===== src/rtl/bus_arbiter.sv =====
// Round-robin arbiter and transfer sequencer for the shared internal data bus.
// Registers one grant per cycle, with a bounded locked burst, and drives the bus and load strobes.
module bus_arbiter #(
    parameter int unsigned REQ_COUNT  = 4,
    parameter int unsigned DEST_COUNT = 8,
    parameter int unsigned WIDTH      = 8,
    parameter int unsigned LOCK_MAX   = 4,
    parameter int unsigned DEST_SEL_W = $clog2(DEST_COUNT)
) (
    input  logic                             clk,
    input  logic                             nrst,
    input  logic [REQ_COUNT-1:0]             req_i,
    input  logic [REQ_COUNT-1:0]             req_lock_i,
    input  logic [REQ_COUNT*WIDTH-1:0]       req_data_i,
    input  logic [REQ_COUNT*DEST_SEL_W-1:0]  req_dest_i,
    output logic [REQ_COUNT-1:0]             grant_o,
    output logic [WIDTH-1:0]                 bus_data_o,
    output logic [DEST_COUNT-1:0]            dest_load_enable_o,
    output logic                             busy_o
);

    localparam int unsigned PtrW = (REQ_COUNT > 1) ? $clog2(REQ_COUNT) : 1;
    localparam int unsigned CntW = $clog2(LOCK_MAX + 1);
    localparam logic [PtrW-1:0] PtrRst = PtrW'(REQ_COUNT - 1);

    typedef enum logic [1:0] {StIdle, StGrant, StLocked} state_e;

    state_e                 state_q, state_d;
    logic [PtrW-1:0]        ptr_q, ptr_d;
    logic [CntW-1:0]        lock_cnt_q, lock_cnt_d;
    logic [REQ_COUNT-1:0]   grant_q, grant_d;
    logic [WIDTH-1:0]       bus_data_q, bus_data_d;
    logic [DEST_COUNT-1:0]  dle_q, dle_d;
    logic                   busy_q, busy_d;

    logic [REQ_COUNT-1:0]   holder_oh;
    logic [REQ_COUNT-1:0]   cand;
    logic                   cont;
    logic                   found;
    logic                   issue;
    logic [PtrW-1:0]        pick;
    logic [PtrW-1:0]        win;
    logic [DEST_SEL_W-1:0]  win_dest;
    int unsigned            idx;

    always_comb begin
        holder_oh = '0;
        holder_oh[ptr_q] = (state_q != StIdle);
        // Holder keeps the bus only while its lock budget lasts.
        cont = (state_q != StIdle) && req_i[ptr_q] && req_lock_i[ptr_q] &&
               (32'(lock_cnt_q) < LOCK_MAX - 1);
        cand = req_i & ~holder_oh;

        found = 1'b0;
        pick  = ptr_q;
        idx   = 0;
        for (int unsigned off = 1; off <= REQ_COUNT; off++) begin
            idx = (32'(ptr_q) + off) % REQ_COUNT;
            if (!found && cand[idx[PtrW-1:0]]) begin
                found = 1'b1;
                pick  = idx[PtrW-1:0];
            end
        end
    end

    always_comb begin
        state_d    = state_q;
        ptr_d      = ptr_q;
        lock_cnt_d = lock_cnt_q;
        grant_d    = '0;
        bus_data_d = bus_data_q;
        dle_d      = '0;
        win        = ptr_q;
        issue      = 1'b0;
        win_dest   = '0;

        if (cont) begin
            state_d    = StLocked;
            lock_cnt_d = lock_cnt_q + CntW'(1);
            issue      = 1'b1;
        end else if (found) begin
            state_d    = StGrant;
            ptr_d      = pick;
            lock_cnt_d = '0;
            win        = pick;
            issue      = 1'b1;
        end else begin
            state_d    = StIdle;
            lock_cnt_d = '0;
        end

        if (issue) begin
            grant_d[win] = 1'b1;
            bus_data_d   = req_data_i[32'(win)*WIDTH +: WIDTH];
            win_dest     = req_dest_i[32'(win)*DEST_SEL_W +: DEST_SEL_W];
            // Indices past DEST_COUNT match no bit, so the beat is dropped.
            for (int unsigned d = 0; d < DEST_COUNT; d++) begin
                dle_d[d] = (win_dest == DEST_SEL_W'(d));
            end
        end
        busy_d = issue;
    end

    always_ff @(posedge clk or negedge nrst) begin
        if (!nrst) begin
            state_q    <= StIdle;
            ptr_q      <= PtrRst;
            lock_cnt_q <= '0;
            grant_q    <= '0;
            bus_data_q <= '0;
            dle_q      <= '0;
            busy_q     <= 1'b0;
        end else begin
            state_q    <= state_d;
            ptr_q      <= ptr_d;
            lock_cnt_q <= lock_cnt_d;
            grant_q    <= grant_d;
            bus_data_q <= bus_data_d;
            dle_q      <= dle_d;
            busy_q     <= busy_d;
        end
    end

    assign grant_o            = grant_q;
    assign bus_data_o         = bus_data_q;
    assign dest_load_enable_o = dle_q;
    assign busy_o             = busy_q;

endmodule


===== config.mk =====
export PLATFORM = sky130hd
export DESIGN_NAME = bus_arbiter
export DESIGN_NICKNAME = d
export VERILOG_FILES = /design/src/rtl/bus_arbiter.sv
export SDC_FILE = /design/constraint.sdc
export NUM_CORES = 1
export LEC_CHECK = 0
export ABC_AREA = 1
export CAP_MARGIN = 5
export CORE_MARGIN = 10
export CORE_UTILIZATION = 41
export CTS_BUF_LIST = sky130_fd_sc_hd__clkbuf_8
export DETAILED_ROUTE_END_ITERATION = 12
export HOLD_SLACK_MARGIN = 0.15
export PLACE_DENSITY_LB_ADDON = 0.2
export SYNTH_ARGS = -nofsm -noshare
export SYNTH_HDL_FRONTEND = slang
export SYNTH_SLANG_ARGS = --single-unit
export TNS_END_PERCENT = 10

===== constraint.sdc =====
create_clock -name clk -period 2.08 [get_ports clk]
set_input_delay 0.416 -clock clk [delete_from_list [all_inputs] [get_ports clk]]
set_output_delay 0.416 -clock clk [all_outputs]
set_load 0.02 [all_outputs]

==> results of run 1 <==
## worst reg2reg max path, cell delays in order, from the launching register on
cell and delay (ns):
sky130_fd_sc_hd__dfstp_2 0.69, sky130_fd_sc_hd__ha_4 0.16, sky130_fd_sc_hd__o21ai_0 0.10, sky130_fd_sc_hd__nand2_1 0.13
sky130_fd_sc_hd__nand3_2 0.09, sky130_fd_sc_hd__nand2_2 0.10, sky130_fd_sc_hd__buf_4 0.12, sky130_fd_sc_hd__nand3_1 0.06
sky130_fd_sc_hd__nand2_1 0.10, sky130_fd_sc_hd__nand2_1 0.06, sky130_fd_sc_hd__nand2_1 0.11, sky130_fd_sc_hd__nand2_4 0.09
sky130_fd_sc_hd__buf_4 0.17, sky130_fd_sc_hd__nand2_1 0.08, sky130_fd_sc_hd__nand2_1 0.08, sky130_fd_sc_hd__nand2_1 0.06
sky130_fd_sc_hd__nand2_1 0.05
## placed cells by master, fill, tap and decap left out, types with 2 or more instances in the layout
cell type                         instances
sky130_fd_sc_hd__nor3_2                   4
sky130_fd_sc_hd__nand3_1                 38
sky130_fd_sc_hd__nor2_2                   4
sky130_fd_sc_hd__nor2_1                  12
sky130_fd_sc_hd__ha_1                     2
sky130_fd_sc_hd__buf_6                    5
sky130_fd_sc_hd__nand3_4                  2
sky130_fd_sc_hd__nand2_4                  6
sky130_fd_sc_hd__o21ai_4                  2
sky130_fd_sc_hd__ha_4                     3
sky130_fd_sc_hd__nand2_8                  2
sky130_fd_sc_hd__buf_12                   4
sky130_fd_sc_hd__clkbuf_8                 3
sky130_fd_sc_hd__inv_2                    3
sky130_fd_sc_hd__nand2_1                116
sky130_fd_sc_hd__clkdlybuf4s50_1         74
sky130_fd_sc_hd__inv_1                   17
sky130_fd_sc_hd__dfstp_2                  2
sky130_fd_sc_hd__nand3_2                  5
sky130_fd_sc_hd__dfrtp_1                 26
sky130_fd_sc_hd__nand2_2                 19
sky130_fd_sc_hd__buf_4                   27
## sequential cells by signal, summed over array words and instances, names as in the netlist
name,count
lock_cnt_q,3
bus_data_o,8
busy_o,1
state_q,2
dest_load_enable_o,8
grant_o,4
ptr_q,2
## kinds of logic after synthesis
family          synth area share [%]
fa+ha+maj                       3.31
simple gates                    48.6
flops                           37.2
buf+inv                         8.54
compound gates                  2.32
## layout make-up
cell class                 instances  area (um2)  share of cell area (%)
sequential                        28         703                    21.4
tap                               52        65.1                    1.98
inverter                          22        92.6                    2.82
timing repair buffer             112        1130                    34.4
multi-input combinational        221        1220                    37.2
clock inverter                     1        30.0                   0.913
clock buffer                       3        41.3                    1.26
## per-layer routing
metal	wire (um)	vias to the layer above	track usage, %
met1	2690	994	19.0
li1	-	1090	-
met5	0	-	0
met3	392	4	3.34
met4	46	0	3.19
met2	3170	67	26.3
## through the flow
| step | setup WS [ns] | cell area (um2) | utilization (%) | TNS [ns] | hold slack (ns) |
|---|---|---|---|---|---|
| detailed placement | -0.406 | 2890 | 65.4 | -6.57 | 0.452 |
| CTS | -0.240 | 3170 | 71.9 | -3.98 | 0.465 |
| global placement | -0.358 | 2890 | 65.4 | -5.50 | 0.444 |
| floorplan | -0.0246 | 1930 | - | -0.248 | 0.120 |
| global route | -0.439 | 3290 | 74.5 | -7.23 | 0.495 |
| finish | -0.303 | 3290 | 74.5 | -4.41 | 0.466 |
## path summary, 6_finish.rpt
kind	end	slack, ns	depth (start not counted)
worst max-delay path	bus_data_o[1]	-0.30	16
worst min-delay path	lock_cnt_q[0]	0.47	1
worst max register to register	bus_data_o[1]	-0.30	16
worst min register to register	lock_cnt_q[0]	0.47	1
max in group asynchronous	ptr_q[0]	1.28	2
min in group asynchronous	lock_cnt_q[2]	0.51	2
## what timing repair did
action / in CTS / in global routing
resized for setup: 29 / 19
gates cloned: 2 / 1
endpoints found under the setup margin: 21 / 23
hold buffers: 0 / 0
pin swaps: 20 / 13
buffers inserted: 8 / 2
==> results.yml, run 1 <==
setup_path:
  worst_r2r_startpoint: "ptr_q[0]"
  path_class: "reg2reg"
  crit_path_start: "ptr_q[0]"
  cp.arrival_ns: 2.54
  timing.critical_path.buf_inv: 2
  worstPathMaxFanout: 8
  type_of_origin_of_the_critical_path: "flop"
  critPathCaptureType: "flop"
  crit_chain: "ha_4, o21ai_0, nand2_1, nand3_2, nand2_2, buf_4, nand3_1, nand2_1, nand2_1, nand2_1, nand2_4, buf_4, nand2_1, nand2_1, nand2_1, nand2_1"
  crit_family: "simple AND/OR/NAND/NOR gates"
  critical-path-max-stage-delay_ns: 0.69
  cp_slowest_cell: "sky130_fd_sc_hd__dfstp_2"
  cp_required_ns: 2.24
  cpMostUsedCell: "sky130_fd_sc_hd__nand2_1"
clocking:
  tritoncts.num_buffers: 3
  cts.htree.levels: 1
  clk_transition_reported_paths_ns: 0.09
  clk_path_buf_depth: 2
  cts.sinks: 28
  cts_tree: "done"
  clockRootBuffer: "sky130_fd_sc_hd__clkbuf_8"
  clkLatencyLatePin_ns: 0.27
synth:
  ys_seq_elements: 28
  synth.top_cell.area_share_pct: 34.4
  syn_nets: 340
  number_of_enable_flip_flop_cells_after_synthesis: 0
  count_leader_synth: "sky130_fd_sc_hd__nand2_1"
  ys.warnings.count: 0
  synthesis.instances: 281
  synth_cell_type_count: 24
  synth_area_per_cell_um2: 6.73
  synthDominantAreaCellType: "sky130_fd_sc_hd__dfrtp_1"
  netlist_area_um2: 1890
  synthTopCellsByArea: "sky130_fd_sc_hd__dfrtp_1 (34%), sky130_fd_sc_hd__nand2_1 (26%), sky130_fd_sc_hd__nand3_1 (11%), sky130_fd_sc_hd__inv_1 (3.8%), sky130_fd_sc_hd__ha_1 (3.3%)"
  synth.yosys.seq_area_share_pct: 37.2
  yosys-top-cells-count: "sky130_fd_sc_hd__nand2_1 (133), sky130_fd_sc_hd__nand3_1 (43), sky130_fd_sc_hd__dfrtp_1 (26)"
  yosys_most_used_dff: "sky130_fd_sc_hd__dfrtp_1"
  postSynth.asyncResetShare_pct: 100
timing:
  fmax_mhz: 420
  timing_hold_violations_final: 0
  setup_viol_count_final: 21
  timing.final.crit_share_pct: 115
  clock-skew-final_ns: 0.00711
  worst_slew_pin_slew_ns: 0.333
  final.min_clock_period_ns: 2.38
  rsz_0062_raised_after_global_routing: "yes"
  maxSlewHeadroom_pct: 77.8
  slew_viol_final: 0
  post-route-worst-setup-slack_ns: -0.303
min_path:
  hold_path_startpoint: "lock_cnt_q[0]"
  timing.hold.worst.class: "reg2reg"
global_route:
  grt_first_pass_wirelength_mm: 9.78
  gr-usage-all-layers_pct: 15.3
  maximum_number_of_pins_on_one_net_before_global_route_repair: 29
  grt_remaining_overflow: 0
  grt_antenna_before_repair: 0
  grt_pass1_vias: 2142
drt:
  finalWirelength_mm: 6.30
  antenna_left: 0
  via_count: 2155
  vias_per_cell: 4.91
  drt_iter0_markers: 76
  avgRoutedWirePerCell_um: 14.4
  drt_first_pass_iters: 5
  drcViolationCount: 0
cells_and_area:
  instances_no_fill: 439
  syn2layout_area_growth_pct: 73.9
  final.fill_count: 325
  num_antenna_cells: 0
  drive_gt1_share_pct: 25.3
  final_net_count: 447
placement:
  gp_routability_congestion: 0.822
  buffer_ports.inserted: 74
  placed_cells_incl_taps: 422
  detailed_placer_s_ending_hpwl_mm: 4.54
floorplan:
  die_height_um: 87.9
  dieArea_um2: 7730
  placement_rows: 24
  ios: 75
  initial_utilization_pct: 42.8
  die_w_um: 87.9
  core_area_um2: 4410
run:
  drv.max_cap_violation_count: 0
status:
  result_of_the_run: "finished, violations left"
  failed_checks: "negative setup slack"
Power of run 1 is left out: the tool's default activity adds up to more than one toggle a clock period on the data nets, which glitch-free logic cannot reach.
==> inputs of run 2 (changes only) <==
CORE_MARGIN = not set   (was 10)
==> run 2 against run 1 <==
- fmax up 2.5%
- core utilization down 1.3 points
- flip-flop and latch count unchanged
- final cell count is 1.1% lower
- first-iteration DRC count is 70% higher
- highest routed layer unchanged
- hold slack improved by 0.0015 ns
- global-route usage grew 7.4 points
- die area fell by 37%
- worst setup slack improved by 0.059 ns
- the run still ends with negative setup slack left
- non-clock buffer count shrank 4
==> results.yml, run 2 (synthesized netlist as in run 1, its figures left out) <==
global_route:
  gr-usage-all-layers_pct: 22.7
  grt_pass1_vias: 2048
  grt_first_pass_wirelength_mm: 9.06
  grt_antenna_before_repair: 0
  grt_remaining_overflow: 0
  maximum_number_of_pins_on_one_net_before_global_route_repair: 29
setup_path:
  critPathCaptureType: "flop"
  type_of_origin_of_the_critical_path: "flop"
  timing.reg2reg.worst_path_depth: 16
  cp_required_ns: 2.24
  worstPathMaxFanout: 16
  path_class: "reg2reg"
  cp.arrival_ns: 2.49
clocking:
  tritoncts.num_buffers: 3
  clk_transition_reported_paths_ns: 0.09
  cts_tree: "done"
  cts.htree.levels: 1
  clk_path_buf_depth: 2
  holdBufCountCts: 0
  clockRootBuffer: "sky130_fd_sc_hd__clkbuf_8"
  clkLatencyLatePin_ns: 0.26
  cts.sinks: 28
cells_and_area:
  syn2layout_area_growth_pct: 69.8
  most-common-layout-cells: "sky130_fd_sc_hd__nand2_1 (113), sky130_fd_sc_hd__clkdlybuf4s50_1 (74), sky130_fd_sc_hd__nand3_1 (37)"
  drive_gt1_share_pct: 25.4
  finalInstanceArea_um2: 3210
  final.fill_count: 345
  final_net_count: 443
  num_antenna_cells: 0
  layout.cells.most_common: "sky130_fd_sc_hd__nand2_1"
timing:
  worst_slew_pin_slew_ns: 0.345
  timing.final.crit_share_pct: 112
  post-route-worst-setup-slack_ns: -0.244
  setup_viol_count_final: 21
  clock-skew-final_ns: 0.00267
  fmax_mhz: 430
  final.min_clock_period_ns: 2.32
  slew_viol_final: 0
  timing_hold_violations_final: 0
  maxSlewHeadroom_pct: 77.0
  rsz_0062_raised_after_global_routing: "yes"
drt:
  drt_iter0_markers: 129
  via_count: 2138
  drt_first_pass_iters: 5
  drcViolationCount: 0
  vias_per_cell: 4.93
  avgRoutedWirePerCell_um: 12.5
  antenna_left: 0
  finalWirelength_mm: 5.43
floorplan:
  ios: 75
  die_height_um: 69.9
  die_w_um: 69.9
  dieArea_um2: 4890
  core_area_um2: 4380
  initial_utilization_pct: 43.1
  placement_rows: 24
status:
  result_of_the_run: "finished, violations left"
  failed_checks: "negative setup slack"
run:
  drv.max_cap_violation_count: 0
placement:
  placed_cell_area_um2: 2900
  detailed_placer_s_ending_hpwl_mm: 3.99
  buffer_ports.inserted: 74
  place_ws_ns: -0.361
  gp_routability_congestion: 0.844
min_path:
  timing.hold.worst.class: "reg2reg"
  hold-path-cell-count: 1
[run 2: changes by cell type in the layout (fill, tap and decap cells not counted), sizes merged]
| cell | previous run | this run |
|---|---|---|
| clkbuf | 4 | 3 |
| bufinv | 1 | 0 |
| nand3 | 45 | 46 |
| buf | 37 | 34 |
| nand2 | 143 | 142 |
[run 2: path summary, 6_finish.rpt]
kind | slack (ns) | from | endpoint
hold reg to reg | 0.47 | lock_cnt_q[0] | lock_cnt_q[0]
min in group asynchronous | 0.53 | nrst | dest_load_enable_o[2]
setup reg to reg | -0.24 | ptr_q[0] | bus_data_o[5]
setup / recovery | -0.24 | ptr_q[0] | bus_data_o[5]
hold / removal | 0.47 | lock_cnt_q[0] | lock_cnt_q[0]
max in group asynchronous | 1.26 | nrst | ptr_q[1]
[run 2: what timing repair did]
| item | in CTS | in global routing |
|---|---|---|
| setup buffers | 7 | 0 |
| pin swaps | 22 | 9 |
| gates cloned | 1 | 0 |
| gates resized for setup | 35 | 22 |
| setup endpoints to repair | 21 | 22 |
[run 2: critical path: stages (launching register included)]
cell and delay [ns]:
sky130_fd_sc_hd__dfstp_4 0.72, sky130_fd_sc_hd__inv_8 0.06, sky130_fd_sc_hd__ha_4 0.30, sky130_fd_sc_hd__inv_6 0.05
sky130_fd_sc_hd__o21ai_4 0.14, sky130_fd_sc_hd__nand2_2 0.09, sky130_fd_sc_hd__nand2_4 0.09, sky130_fd_sc_hd__nand2_4 0.07
sky130_fd_sc_hd__nand2_8 0.09, sky130_fd_sc_hd__nand2_8 0.08, sky130_fd_sc_hd__buf_12 0.16, sky130_fd_sc_hd__nand2_2 0.06
sky130_fd_sc_hd__nand2_1 0.07, sky130_fd_sc_hd__nand2_1 0.06, sky130_fd_sc_hd__nand2_1 0.06, sky130_fd_sc_hd__nand2_1 0.07
sky130_fd_sc_hd__nand2_1 0.05
[run 2: layout make-up]
type                       count  area (um2)  area share (%)
multi-input combinational    221        1240            38.7
timing repair buffer         108        1060            33.0
sequential                    28         707            22.0
inverter                      22        95.1            2.96
tap                           52        65.1            2.03
clock buffer                   3        41.3            1.29
[run 2: routing by layer]
metal	wire length, um	global-route usage, %	vias to the layer above
met5	0	0	-
met4	80	6.89	0
met3	257	1.59	6
met2	2600	37.0	80
met1	2490	32.4	967
li1	-	-	1085
[run 2: metrics by stage]
stage          TNS, ns  hold WS [ns]  utilization [%]  instances
4_1_cts          -2.53         0.469             71.2        434
3_3_place_gp     -4.92         0.442             66.0        423
5_1_grt          -6.33         0.495             73.2        434
2_1_floorplan   -0.248         0.120                -        281
3_5_place_dp     -5.89         0.457             66.0        423
6_report         -3.59         0.467             73.2        434
Power of run 2 is left out for the same reason.
